File: config.mk
export PLATFORM = sky130hd
export DESIGN_NAME = text_line_buffer_flat
export DESIGN_NICKNAME = d
export VERILOG_FILES = /design/src/rtl/text_line_buffer_if.sv /design/src/rtl/text_line_buffer.sv /design/src/flat_wrapper.sv
export SDC_FILE = /design/constraint.sdc
export NUM_CORES = 1
export LEC_CHECK = 0
export ABC_AREA = 1
export CAP_MARGIN = 20
export CELL_PAD_IN_SITES_DETAIL_PLACEMENT = 0
export CELL_PAD_IN_SITES_GLOBAL_PLACEMENT = 2
export CORE_ASPECT_RATIO = 1.1
export CORE_MARGIN = 2
export CORE_UTILIZATION = 35
export DETAILED_ROUTE_END_ITERATION = 6
export PLACE_DENSITY_LB_ADDON = 0.1
export SETUP_SLACK_MARGIN = 0.02
export SLEW_MARGIN = 20
export SYNTH_ARGS = -nofsm -noshare
export SYNTH_HDL_FRONTEND = slang
export SYNTH_SLANG_ARGS = --single-unit
File: constraint.sdc
create_clock -name pclk -period 2.8 [get_ports pclk]
set_input_delay 0.84 -clock pclk [delete_from_list [all_inputs] [get_ports pclk]]
set_output_delay 0.84 -clock pclk [all_outputs]
set_load 0.005 [all_outputs]
File: src/rtl/text_line_buffer_if.sv
// Bundles the byte-input, overlay-lookup and status signals of text_line_buffer.
// The master drives the bytes and lookups; the slave is the line buffer.
interface text_line_buffer_if;
  logic [4:0]  char_xy;
  logic [3:0]  char_line;
  logic [10:0] font_addr;
  logic [7:0]  wr_data;
  logic        wr_valid;
  logic        wr_ready;
  logic        clear_req;
  logic        frame_tick;
  logic [4:0]  cursor_pos;

  modport master (
    output char_xy, char_line, wr_data, wr_valid, clear_req, frame_tick,
    input  font_addr, wr_ready, cursor_pos
  );

  modport slave (
    input  char_xy, char_line, wr_data, wr_valid, clear_req, frame_tick,
    output font_addr, wr_ready, cursor_pos
  );
endinterface

File: src/rtl/text_line_buffer.sv
// One-line text store with a blinking cursor.
// It turns overlay cell lookups into registered font ROM addresses {code, line}.
module text_line_buffer #(
  parameter int unsigned LINE_LEN    = 30,
  parameter int unsigned BLINK_HALF  = 30,
  parameter logic [6:0]  CURSOR_CODE = 7'h5F
) (
  input logic               pclk,
  input logic               rst_n,
  text_line_buffer_if.slave bus
);

  localparam logic [6:0]  Blank     = 7'h20;
  localparam logic [4:0]  LastIdx   = 5'(LINE_LEN - 1);
  localparam int unsigned BlinkW    = (BLINK_HALF > 1) ? $clog2(BLINK_HALF) : 1;
  localparam logic [BlinkW-1:0] BlinkLast = BlinkW'(BLINK_HALF - 1);

  typedef enum logic {StIdle, StClear} state_e;

  state_e            state_q, state_d;
  logic [4:0]        idx_q, idx_d;
  logic [4:0]        cursor_q, cursor_d;
  logic [6:0]        cell_q [LINE_LEN];
  logic [6:0]        cell_d [LINE_LEN];
  logic [BlinkW-1:0] blink_cnt_q, blink_cnt_d;
  logic              blink_on_q, blink_on_d;
  logic [10:0]       font_addr_q, font_addr_d;
  logic              accept;
  logic [6:0]        rd_code;

  // Line state: clear sweep and byte handling
  always_comb begin
    state_d  = state_q;
    idx_d    = idx_q;
    cursor_d = cursor_q;
    cell_d   = cell_q;
    accept   = 1'b0;
    unique case (state_q)
      StClear: begin
        cell_d[idx_q] = Blank;
        if (bus.clear_req) begin
          idx_d = '0;
        end else if (idx_q == LastIdx) begin
          state_d  = StIdle;
          idx_d    = '0;
          cursor_d = '0;
        end else begin
          idx_d = idx_q + 5'd1;
        end
      end
      StIdle: begin
        if (bus.clear_req) begin
          state_d = StClear;
          idx_d   = '0;
        end else if (bus.wr_valid) begin
          accept = 1'b1;
          if (bus.wr_data >= 8'h20 && bus.wr_data <= 8'h7E) begin
            cell_d[cursor_q] = bus.wr_data[6:0];
            cursor_d = (cursor_q == LastIdx) ? 5'd0 : cursor_q + 5'd1;
          end else if (bus.wr_data == 8'h08) begin
            if (cursor_q != 5'd0) begin
              cursor_d = cursor_q - 5'd1;
              cell_d[cursor_q - 5'd1] = Blank;
            end
          end else if (bus.wr_data == 8'h0D) begin
            cursor_d = '0;
          end
        end
      end
    endcase
  end

  // Blink timing; typing keeps the cursor visible
  always_comb begin
    blink_cnt_d = blink_cnt_q;
    blink_on_d  = blink_on_q;
    if (accept) begin
      blink_cnt_d = '0;
      blink_on_d  = 1'b1;
    end else if (bus.frame_tick) begin
      if (blink_cnt_q == BlinkLast) begin
        blink_cnt_d = '0;
        blink_on_d  = ~blink_on_q;
      end else begin
        blink_cnt_d = blink_cnt_q + 1'b1;
      end
    end
  end

  // Lookup reads the pre-edge cell contents, so same-cycle writes show old data
  always_comb begin
    rd_code = Blank;
    if (state_q == StIdle && {1'b0, bus.char_xy} < 6'(LINE_LEN)) begin
      if (bus.char_xy == cursor_q && blink_on_q) begin
        rd_code = CURSOR_CODE;
      end else begin
        rd_code = cell_q[bus.char_xy];
      end
    end
    font_addr_d = {rd_code, bus.char_line};
  end

  always_ff @(posedge pclk or negedge rst_n) begin
    if (!rst_n) begin
      state_q     <= StClear;
      idx_q       <= '0;
      cursor_q    <= '0;
      blink_cnt_q <= '0;
      blink_on_q  <= 1'b1;
      font_addr_q <= '0;
      for (int unsigned i = 0; i < LINE_LEN; i++) begin
        cell_q[i] <= Blank;
      end
    end else begin
      state_q     <= state_d;
      idx_q       <= idx_d;
      cursor_q    <= cursor_d;
      blink_cnt_q <= blink_cnt_d;
      blink_on_q  <= blink_on_d;
      font_addr_q <= font_addr_d;
      cell_q      <= cell_d;
    end
  end

  assign bus.font_addr  = font_addr_q;
  assign bus.wr_ready   = (state_q == StIdle);
  assign bus.cursor_pos = cursor_q;

endmodule

File: src/flat_wrapper.sv
// flat-port wrapper written by rule: the top's interface ports become plain ports
module text_line_buffer_flat 
#(
  parameter int unsigned LINE_LEN    = 30,
  parameter int unsigned BLINK_HALF  = 30,
  parameter logic [6:0]  CURSOR_CODE = 7'h5F
)
  (pclk, rst_n, bus_char_xy, bus_char_line, bus_wr_data, bus_wr_valid, bus_clear_req, bus_frame_tick, bus_font_addr, bus_wr_ready, bus_cursor_pos);
  text_line_buffer_if bus_i ();
  input logic pclk;
  input logic rst_n;
  input wire logic [$bits(bus_i.char_xy)-1:0] bus_char_xy;
  input wire logic [$bits(bus_i.char_line)-1:0] bus_char_line;
  input wire logic [$bits(bus_i.wr_data)-1:0] bus_wr_data;
  input wire logic [$bits(bus_i.wr_valid)-1:0] bus_wr_valid;
  input wire logic [$bits(bus_i.clear_req)-1:0] bus_clear_req;
  input wire logic [$bits(bus_i.frame_tick)-1:0] bus_frame_tick;
  output wire logic [$bits(bus_i.font_addr)-1:0] bus_font_addr;
  output wire logic [$bits(bus_i.wr_ready)-1:0] bus_wr_ready;
  output wire logic [$bits(bus_i.cursor_pos)-1:0] bus_cursor_pos;
  assign bus_i.char_xy = bus_char_xy;
  assign bus_i.char_line = bus_char_line;
  assign bus_i.wr_data = bus_wr_data;
  assign bus_i.wr_valid = bus_wr_valid;
  assign bus_i.clear_req = bus_clear_req;
  assign bus_i.frame_tick = bus_frame_tick;
  assign bus_font_addr = bus_i.font_addr;
  assign bus_wr_ready = bus_i.wr_ready;
  assign bus_cursor_pos = bus_i.cursor_pos;
  text_line_buffer #(.LINE_LEN(LINE_LEN), .BLINK_HALF(BLINK_HALF), .CURSOR_CODE(CURSOR_CODE)) u_core (.pclk(pclk), .rst_n(rst_n), .bus(bus_i));
endmodule
Word-level counts from Yosys, hierarchy flattened. Cells that the tools add are included.

Register bits after elaboration: 238. Logic and storage cells: 134. Input bits: 22. Output and inout bits: 17.

$lt $le $gt $ge: 10. Mux-type cells: 45. Reductions and logical operators: 12. Add/subtract/negate cells: 4. Equal/unequal tests: 15. Bitwise operators: 12.

Operators with widths (number): $mux W210 (5); $pmux W210 S2 (1); $and A180 B180 Y180 (2); $not A180 Y180 (2); $bwmux W210 (1); $demux W7 S5 (3); $mux W5 (15); $or A30 B30 Y30 (2); $mux W7 (7); $bmux W7 S5 (1); $ge A6 B6 Y1 const B (4); $not A5 Y6 (4); $pmux W5 S2 (2); $lt A6 B1 Y1 const B (3); $eq A8 B4 Y1 const B (2); $add A5 B1 Y5 const B (3); $eq A5 B5 Y1 const B (3); $ne A2 B2 Y1 const B (5); $mux W1 (9); $ge A8 B6 Y1 const B (1); $le A8 B7 Y1 const B (1); $logic_and A1 B1 Y1 (6); $ne A3 B1 Y1 const B (2); $reduce_and A6 Y1 (1); 11 further kinds (13).

Depth between registers and ports, before layout. Gate-level depths: netlist of the first run.

Depth in word-level cells: 14. Gate-level depth with buffers: 14. Gate-level depth less buffers: 12.

Worst setup path before layout of the first run. OpenSTA, ideal clock, no wires.

Path kind: input port to flip-flop. Start: input bus_wr_data[6]. End: register u_core.cell_q[126] in the netlist's numbering. Setup time: 0.128 ns. Stages on the path: 12. Data arrival time: 2.076 ns. Data required time: 2.672 ns. Buffers on the path: 2. Setup slack: 0.596 ns. Cell sequence: buf_6 nand2_1 nor2_1 nand2_2 nand3_4 nand2_2 nand2_2 nor2_8 buf_6 nand3_1 nand2_1 o21ai_0.

Word-level cells in the longest chain between the ends: 6. Elaborated cells between the ends (all ways): 11. Classes of those cells: 2 x order compare; 3 x eq/ne; 4 x mux; 2 x reduce/logical.

RTL lines: from (decl) (RTL line flat_wrapper.sv:14) `input wire logic [$bits(bus_i.wr_data)-1:0] bus_wr_data;`; $ge A8 B6 Y1 or $le A8 B7 Y1 (tied branches) (RTL line text_line_buffer.sv:57) `if (bus.wr_data >= 8'h20 && bus.wr_data <= 8'h7E) begin`; $logic_and A1 B1 Y1 (RTL line text_line_buffer.sv:57); $mux W210 (RTL line text_line_buffer.sv:57); $mux W210 (RTL line text_line_buffer.sv:55) `end else if (bus.wr_valid) begin`; $mux W210 (RTL line text_line_buffer.sv:52) `if (bus.clear_req) begin`; $pmux W210 S2 (RTL line text_line_buffer.sv:38) `unique case (state_q)`; to (signal, indexed assignment) (RTL line text_line_buffer.sv:112) `cell_q[i] <= Blank;`; to (signal assigned) (RTL line text_line_buffer.sv:121) `cell_q <= cell_d;`; to (decl) (RTL line text_line_buffer.sv:23) `logic [6:0] cell_q [LINE_LEN];`.

Parallel ways exist; a longest one is shown, timed or not. The select of a mux whose other input is x is not followed. A chain may end at the register's enable or synchronous reset.

Worst setup path in the final report of the first run.
Start: register u_core.cursor_q[2] (netlist: u_core.bus.cursor_pos[2]). End: output bus_cursor_pos[2].

RTL lines: from (decl) (RTL line text_line_buffer.sv:22) `logic [4:0] cursor_q, cursor_d;`; from (signal assigned) (RTL line text_line_buffer.sv:117) `cursor_q <= cursor_d;`; to (decl) (RTL line flat_wrapper.sv:20) `output wire logic [$bits(bus_i.cursor_pos)-1:0] bus_cursor_pos;`.

No word-level cell between the ends.

==> flow_summary.toml, run 1 <==
[clock_tree]
clk_path_buf_depth = 3
worstSkewPairLatency_ps = 610
htreeDepth = 1
clk_pin_slew_ps = 60
numCtsBuffers = 31
cts_root_buf = "clkbuf_16"
cts_tree = "done"
clock-sinks = 238

[grt]
antenna_found_initial = 0
grt_pass1_wl_um = 116000
gr-usage-met3_pct = 3.38
top_usage_layer = "met2"
grt_max_degree = 64
met1_usage_pct = 41.2
grtUsageTotal_pct = 29.1
grt_overflow = 0
grt_pass1_vias = 18500
grt_use_met2_pct = 46.2

[pwr]
power_density_nw_per_um2 = 436
p_leak_nw = 11.3
peakVddDrop_uv = 460

[place]
pre_cts_ws_ps = -177
io_buffers = 38
placed_area_um2 = 20000
hpwl_um = 53700
place_congestion = 0.961

[route]
vias = 19500
finalWirelength_um = 75700
drc = 6
viasPerCell = 5.31
postRouteAntennaNets = 0
firstDrtPassIters = 7
wl_per_cell_um = 20.6
dr.first_iter.drc_count = 1531

[critical_path]
reg2reg_from = "u_core.bus.cursor_pos[0]"
cp-start-kind = "flip-flop"
path_cells = "clkdlybuf4s50_1"
max_stage_delay_ps = 620
reg2reg_to = "u_core.cell_q[57]"
cp_top_family = "flip-flops"
worst-path-buf-inv = 1
end_kind = "output pin"
crit_path_top_delay_cell = "dfrtp_1"
regToRegSetupSlack_ps = 250
cp.arrival_ps = 1840
worstSetupPathType = "reg -> out"
r2r_cells = 11
required_ps = 1960
path_max_fanout = 5

[logic_synthesis]
synthArstFlopShare_pct = 100
yosys_warnings = 0
synth_top_area_share_pct = 29.2
yosysTopAreaCell = "dfrtp_1"
synth.area.top_cells = "dfrtp_1 29%, nand2_1 24%, nand3_1 8.0%"
ys_seq_area_share_pct = 34.0
synth-seq-cells = 238
netlist_instances = 2892
syn_nets = 2928
yosysUniqueCellTypes = 38
synth_edf_count = 0
syn_area_um2 = 17600
yosys_most_used_dff = "dfrtp_1"
avgSynthCellArea_um2 = 6.10

[floorplanning]
core_um2 = 49900
fp.dieArea_um2 = 52200
io-pin-count = 39
initial_core_util_pct = 35.3
die_w_um = 218
die_y_um = 240
rows = 86

[timing]
grt_setup_unrepaired = "false"
layout_min_cycle_time_ps = 2680
final_max_slew_viol_count = 0
finalSetupViolations = 0
final-hold-violation-count = 0
skew_ps = 20.9
setup_slack_ps = 124
tightest_slew_ps = 653
timing.final.crit_share_pct = 95.6
slew_headroom_pct = 56.4
timing.fmax_mhz = 374

[cells_and_area]
fin_nets = 3030
areaGrowthSynthToFinish_pct = 19.0
multiInputGateArea_um2 = 10100
n_fill_cell = 5384
seq_area_um2 = 6000
drive_gt1_share_pct = 11.3
final_area_um2 = 21000
diodes = 0

[run]
drv_cap = 0

[status]
violations = "DRC"
outcome = "complete, but fails checks"

[hold_path]
hold_path.class = "in -> async"
[stage by stage]
| step | utilization (%) | total power [mW] | std cells | setup TNS (ps) | hold WS, ps |
|---|---|---|---|---|---|
| 6_report | 42.1 | 9.16 | 3678 | 0 | 205 |
| 3_3_place_gp | 40.0 | 5.08 | 3618 | -6400 | 457 |
| 2_1_floorplan | - | 4.45 | 2892 | 0 | 443 |
| 4_1_cts | 42.0 | 9.26 | 3675 | 0 | 206 |
| 5_1_grt | 42.1 | 9.54 | 3678 | 0 | 225 |
| 3_5_place_dp | 40.0 | 5.10 | 3618 | -9690 | 459 |
[cell usage after synthesis (32+ instances only)]
cell         n
a21oi_1    132
nor2_2      36
clkbuf_1    65
dfrtp_1    206
dfstp_2     32
buf_2       41
nand3_1    282
inv_1      250
nor3_1      94
o21ai_0    133
nand2_1   1132
nor2_1     300
[power by group]
part | internal (mW) | total (mW) | switching [mW]
Sequential | 3.59 | 3.74 | 0.144
Combinational | 0.456 | 1.30 | 0.845
Clock | 2.42 | 4.12 | 1.70
Total | 6.47 | 9.16 | 2.69
[worst register-to-register path, delay by kind of cell, from the launching register on]
family,cells,cell delay [ps]
buffers and inverters,1,240
and+or+nand+nor,9,1440
adders and majority gates,1,350
DFF,1,380
[cell usage in the layout, fill, tap and decap left out, types with 15 or more instances in the layout]
cell	n
a21oi_1	132
buf_12	39
buf_4	131
clkbuf_16	31
clkdlybuf4s50_1	34
dfrtp_1	205
dfstp_2	31
inv_1	247
nand2_1	1132
nand2_2	15
nand3_1	282
nand4_1	22
nor2_1	297
nor2_2	34
nor2_4	19
nor3_1	94
o211ai_1	31
o21ai_0	133
[registers in the layout, summed over array words and instances (netlist names)]
signal                 count
u_core.blink_cnt_q         5
u_core.blink_on_q          1
u_core.bus.cursor_pos      5
u_core.bus.font_addr      11
u_core.cell_q            210
u_core.idx_q               5
u_core.state_q             1
[layer usage]
metal / vias to the layer above / part of all wire (%)
met2: 630 / 45
met4: 0 / 2.9
met5: - / 0
met3: 105 / 6.0
li1: 9394 / -
met1: 9402 / 46
[cells by family (layout without fill, tap and decap cells)]
| family | Yosys count | in the layout | share of synthesized area, % |
|---|---|---|---|
| AOI/OAI and AO/OA | 335 | 335 | 10.2 |
| xor gates and xnor gates | 4 | 4 | 0.198 |
| and+or+nand+nor | 1906 | 1906 | 45.4 |
| adders and majority gates | 14 | 14 | 0.992 |
| buffers and inverters | 395 | 521 | 9.21 |
| DFF | 238 | 238 | 34.0 |
[worst max path at each step]
stage | from | endpoint | slack (ps) | cells past startpoint
global route | u_core.bus.cursor_pos[0] | u_core.cell_q[48] | 40 | 11
finish | u_core.bus.cursor_pos[2] | bus_cursor_pos[2] | 120 | 1
detailed placement | bus_wr_data[6] | u_core.cell_q[67] | -180 | 9
global placement | bus_wr_data[6] | u_core.cell_q[97] | -150 | 9
CTS | u_core.bus.cursor_pos[3] | bus_cursor_pos[3] | 40 | 1
floorplan | bus_wr_data[6] | u_core.cell_q[126] | 600 | 12
[cell type report]
cell class | instances | area share (%)
clock buffers | 47 | 4.36
repair buffers | 207 | 10.1
clock inverters | 10 | 0.506
flip-flops and latches | 238 | 28.6
multi-input cells | 2259 | 47.9
inverters | 257 | 4.60
well taps | 660 | 3.93
[timing repair]
action | CTS | global route
gates resized for setup | 0 | 3
buffers inserted | 0 | 3
setup endpoints to repair | 0 | 93
hold buffers | 0 | 0
Note: power is estimated with default switching activity, not from simulation.
==> run 2: changes to the inputs <==
--- a/config.mk
+++ b/config.mk
@@ -11,7 +11,7 @@
 export CELL_PAD_IN_SITES_GLOBAL_PLACEMENT = 2
 export CORE_ASPECT_RATIO = 1.1
 export CORE_MARGIN = 2
-export CORE_UTILIZATION = 35
+export CORE_UTILIZATION = 37
 export DETAILED_ROUTE_END_ITERATION = 6
 export PLACE_DENSITY_LB_ADDON = 0.1
 export SETUP_SLACK_MARGIN = 0.02
==> constraint.sdc (replaced) <==
create_clock -name pclk -period 3.2 [get_ports pclk]
set_input_delay 0.96 -clock pclk [delete_from_list [all_inputs] [get_ports pclk]]
set_output_delay 0.96 -clock pclk [all_outputs]
set_load 0.005 [all_outputs]
==> run 2 against run 1 <==
Against the previous run:
- the flow now finishes without violations
- register-to-register slack gained 100 ps
- worst hold slack gained 110 ps
- worst setup slack gained 110 ps
- sequential share of layout area grew 0.99 points
- critical path depth is the same
- die area shrank 5.3%
- global-route usage grew 1.4 points
- flip-flop and latch count is the same
- final area shrank 3.4%
- combinational power shrank 15%
- core utilization grew 1.2 points
- via count shrank 0.48%
- critical path type unchanged
- highest routed layer unchanged
==> flow_summary.toml, run 2 (synthesis results as in run 1) <==
[floorplanning]
core_um2 = 46900
rows = 83
io-pin-count = 39
die_w_um = 212
initial_core_util_pct = 37.6
die_y_um = 233
fp.dieArea_um2 = 49500

[critical_path]
cp_top_family = "flip-flops"
worstSetupPathType = "reg -> out"
cp-start-kind = "flip-flop"
required_ps = 2240
path_cells = "clkdlybuf4s50_1"
end_kind = "output pin"
worst-path-buf-inv = 1
reg2reg_from = "u_core.bus.cursor_pos[1]"
crit_path_top_delay_cell = "dfrtp_1"
path_max_fanout = 10
cp.arrival_ps = 2010
max_stage_delay_ps = 770
crit_start = "u_core.bus.cursor_pos[2]"

[cells_and_area]
diodes = 0
areaGrowthSynthToFinish_pct = 15.0
fin_nets = 2966
regMostFlops = "u_core.cell_q"
layout_commonest_cell = "nand2_1"
largest_register_ffs = 210
n_fill_cell = 5016
drive_gt1_share_pct = 9.08
layout_common_cells = "1132 x nand2_1, 297 x nor2_1, 282 x nand3_1"
final_area_um2 = 20300
final_cells = 3590

[pwr]
combPwrFrac_pct = 14.0
peakVddDrop_uv = 379
p_int_mw = 5.49
p_seq_share_pct = 41.7
clockPowerShare_pct = 44.3
swShare_pct = 30.1
power_density_nw_per_um2 = 387
p_leak_nw = 10.9
p_switching_mw = 2.36

[timing]
final_max_slew_viol_count = 0
tns_ps = 0
timing.fmax_mhz = 337
grt_setup_unrepaired = "false"
tightest_slew_ps = 866
slew_headroom_pct = 42.3
final-hold-violation-count = 0
setup_slack_ps = 233
layout_min_cycle_time_ps = 2970
hold_ws_ps = 315
timing.final.crit_share_pct = 92.7
finalSetupViolations = 0
skew_ps = 10.8

[clock_tree]
cts_tree = "done"
htreeDepth = 1
worstSkewPairLatency_ps = 600
numCtsBuffers = 31
cts_root_buf = "clkbuf_16"
cts_setup_buffers = 0
clk_pin_slew_ps = 60
clk_path_buf_depth = 3
ctsResizeCount = 0
clock-sinks = 238
ctsHoldBuffers = 0

[place]
io_buffers = 38
placed_cells = 3534
placed_area_um2 = 19300
hpwl_um = 50600
pre_cts_ws_ps = 31.0
place_congestion = 0.944

[route]
wl_per_cell_um = 21.0
drc = 0
finalWirelength_um = 75500
dr.first_iter.drc_count = 1816
viasPerCell = 5.41
postRouteAntennaNets = 0
firstDrtPassIters = 6
vias = 19400

[grt]
grt_max_degree = 71
grt_pass1_vias = 18000
grt_overflow = 0
antenna_found_initial = 0
grtUsageTotal_pct = 30.5
grt_pass1_wl_um = 115000

[status]
outcome = "complete, no violations"

[run]
drv_cap = 0

[hold_path]
hold_path.class = "in -> async"
[run 2: per-layer routing]
metal  vias up  track usage, %  part of all wire, %
met5         -               0                    0
met4         0            8.87                  2.6
met3       108            3.29                  6.5
met2       711            48.9                   46
met1      9370            43.3                   45
li1       9249               -                    -
[run 2: power groups by stage]
stage	clock [mW]	sequential, mW	combinational [mW]
5_1_grt	3.64	3.29	1.21
3_3_place_gp	0	3.32	1.08
2_1_floorplan	0	3.27	0.617
3_5_place_dp	0	3.32	1.09
4_1_cts	3.53	3.27	1.10
6_report	3.48	3.27	1.10
[run 2: final timing paths]
kind | endpoint | slack [ps] | cells after the start
max | bus_cursor_pos[2] | 230 | 1
min | u_core.blink_cnt_q[0] | 310 | 1
max reg2reg | u_core.cell_q[194] | 350 | 12
min reg2reg | u_core.cell_q[187] | 470 | 2
max in group asynchronous | u_core.cell_q[194] | 1930 | 2
min in group pclk | u_core.cell_q[187] | 470 | 2
[run 2: area by class of cell]
| type | count | area, µm² | share of cell area (%) |
|---|---|---|---|
| flip-flops and latches | 238 | 6000 | 29.5 |
| clock inverters | 8 | 72.6 | 0.357 |
| multi-input cells | 2259 | 10100 | 49.6 |
| well taps | 637 | 797 | 3.93 |
| inverters | 257 | 967 | 4.76 |
| clock buffers | 48 | 890 | 4.38 |
| repair buffers | 143 | 1520 | 7.47 |
[run 2: stage by stage]
stage               total power [mW]  util [%]
floorplan                       3.89         -
global placement                4.40      41.2
detailed placement              4.41      41.2
CTS                             7.90      43.3
global route                    8.15      43.3
finish                          7.85      43.3
==> run 3: changes to the inputs <==
==> constraint.sdc (replaced) <==
create_clock -name pclk -period 3.2 [get_ports pclk]
set_input_delay 0.64 -clock pclk [delete_from_list [all_inputs] [get_ports pclk]]
set_output_delay 0.64 -clock pclk [all_outputs]
set_load 0.005 [all_outputs]
==> run 3 against run 2 <==
Against the previous run:
- total power hardly changed
- clock skew barely moved
- critical path depth rose by 10
- via count shrank 0.47%
- critical endpoint is now u_core.cell_q[205]
- combinational power about the same
- core utilization shrank 0.47 points
- critical path type is now reg -> reg
- worst hold slack got worse by 310 ps
==> flow_summary.toml, run 3 (synthesis results as in run 1) <==
[critical_path]
cpMostUsedCell = "nand2_1"
cp.arrival_ps = 3420
path_max_fanout = 12
end_kind = "flip-flop"
worst-path-buf-inv = 3
worstSetupPathType = "reg -> reg"
max_stage_delay_ps = 510
cp_top_family = "simple AND/OR/NAND/NOR gates"
crit_path_top_delay_cell = "ha_1"
required_ps = 3670
cp-start-kind = "flip-flop"
path_cells = "inv_1 -> ha_1 -> nand2_1 -> inv_1 -> nor2_1 -> inv_1 -> nand4_1 -> a21boi_0 -> nand2_1 -> nand2_1 -> nand2_1"

[status]
outcome = "complete, no violations"

[clock_tree]
worstSkewPairLatency_ps = 590
cts_tree = "done"
clk_path_buf_depth = 3
clock-sinks = 238
numCtsBuffers = 31
ctsResizeCount = 0
cts_setup_buffers = 0
ctsHoldBuffers = 0
htreeDepth = 1
cts_root_buf = "clkbuf_16"
clk_pin_slew_ps = 60

[floorplanning]
die_w_um = 212
io-pin-count = 39
core_um2 = 46900
fp.dieArea_um2 = 49500
die_y_um = 233
initial_core_util_pct = 37.6
rows = 83

[timing]
final-hold-violation-count = 0
timing.final.crit_share_pct = 91.9
final_max_slew_viol_count = 0
layout_min_cycle_time_ps = 2940
grt_setup_unrepaired = "false"
slew_headroom_pct = 36.9
tns_ps = 0
timing.fmax_mhz = 340
finalSetupViolations = 0
skew_ps = 10.4
tightest_slew_ps = 946

[place]
hpwl_um = 50300
place_congestion = 0.960
io_buffers = 38

[cells_and_area]
drive_gt1_share_pct = 8.72
n_fill_cell = 5067
layout_common_cells = "1132 x nand2_1, 297 x nor2_1, 282 x nand3_1"
regMostFlops = "u_core.cell_q"
layout_commonest_cell = "nand2_1"
diodes = 0
areaGrowthSynthToFinish_pct = 13.8
fin_nets = 2949
largest_register_ffs = 210

[route]
dr.first_iter.drc_count = 1963
wl_per_cell_um = 21.1
postRouteAntennaNets = 0
finalWirelength_um = 75400
vias = 19300
viasPerCell = 5.41
firstDrtPassIters = 6
drc = 0

[pwr]
combPwrFrac_pct = 13.6
p_int_mw = 5.50
p_total_mw = 7.84
p_switching_mw = 2.35
clockPowerShare_pct = 44.7
swShare_pct = 29.9
power_density_nw_per_um2 = 390
peakVddDrop_uv = 437
p_leak_nw = 10.8
p_seq_share_pct = 41.7

[grt]
antenna_found_initial = 1
grt_overflow = 0
grt_pass1_wl_um = 114000
grt_max_degree = 92
grtUsageTotal_pct = 30.5
grt_pass1_vias = 18100

[hold_path]
hold_path.class = "in -> async"

[run]
drv_cap = 0
[run 3: changes by cell type in the layout (fill, tap and decap cells not counted)]
cell	before	now
clkinv_2	5	10
buf_4	78	70
clkbuf_1	12	8
clkbuf_8	5	7
inv_6	2	0
buf_12	28	19
[run 3: stage by stage]
stage | cell area (µm²) | hold slack, ps | instances | utilization (%) | worst slack, ps
finish | 20100 | 1.21 | 3574 | 42.8 | 258
global placement | 19100 | 457 | 3517 | 40.7 | 290
CTS | 20100 | 42.6 | 3574 | 42.8 | 403
floorplan | 17600 | 344 | 2892 | - | 1080
global route | 20100 | 46.6 | 3574 | 42.8 | 116
detailed placement | 19100 | 456 | 3517 | 40.7 | 256
[run 3: final timing paths]
check                                         start                    end  slack, ps  cells after the start
setup / recovery           u_core.bus.cursor_pos[0]     u_core.cell_q[205]        260                     11
hold / removal                                rst_n  u_core.blink_cnt_q[0]          1                      1
setup reg to reg           u_core.bus.cursor_pos[0]     u_core.cell_q[205]        260                     11
hold reg to reg                  u_core.cell_q[131]     u_core.cell_q[131]        470                      2
max in group asynchronous                     rst_n      u_core.cell_q[33]       2330                      2
min in group pclk                u_core.cell_q[131]     u_core.cell_q[131]        470                      2
[run 3: layer usage]
metal / vias to the layer above / global-route usage [%] / wire [µm] / part of all wire (%)
li1: 9230 / - / - / -
met1: 9286 / 42.7 / 33500 / 44
met2: 697 / 47.5 / 33600 / 45
met3: 133 / 4.69 / 5610 / 7.4
met4: 0 / 11.0 / 2730 / 3.6
met5: - / 0 / 0 / 0
[run 3: final cells by class]
class                      count  area, µm²  share of cell area (%)
inverter                     257        967                    4.82
tap                          637        797                    3.97
sequential                   238       6000                    29.9
clock buffer                  46        902                    4.49
timing repair buffer         126       1280                    6.35
clock inverter                11       80.1                   0.399
multi-input combinational   2259      10100                    50.1
[run 3: power by group through the flow]
| stage | Combinational [mW] | Clock, mW | Sequential (mW) |
|---|---|---|---|
| after floorplan | 0.617 | 0 | 3.27 |
| after global placement | 1.05 | 0 | 3.32 |
| after detailed placement | 1.06 | 0 | 3.32 |
| after CTS | 1.07 | 3.56 | 3.27 |
| after global routing | 1.18 | 3.69 | 3.28 |
| final | 1.07 | 3.50 | 3.27 |
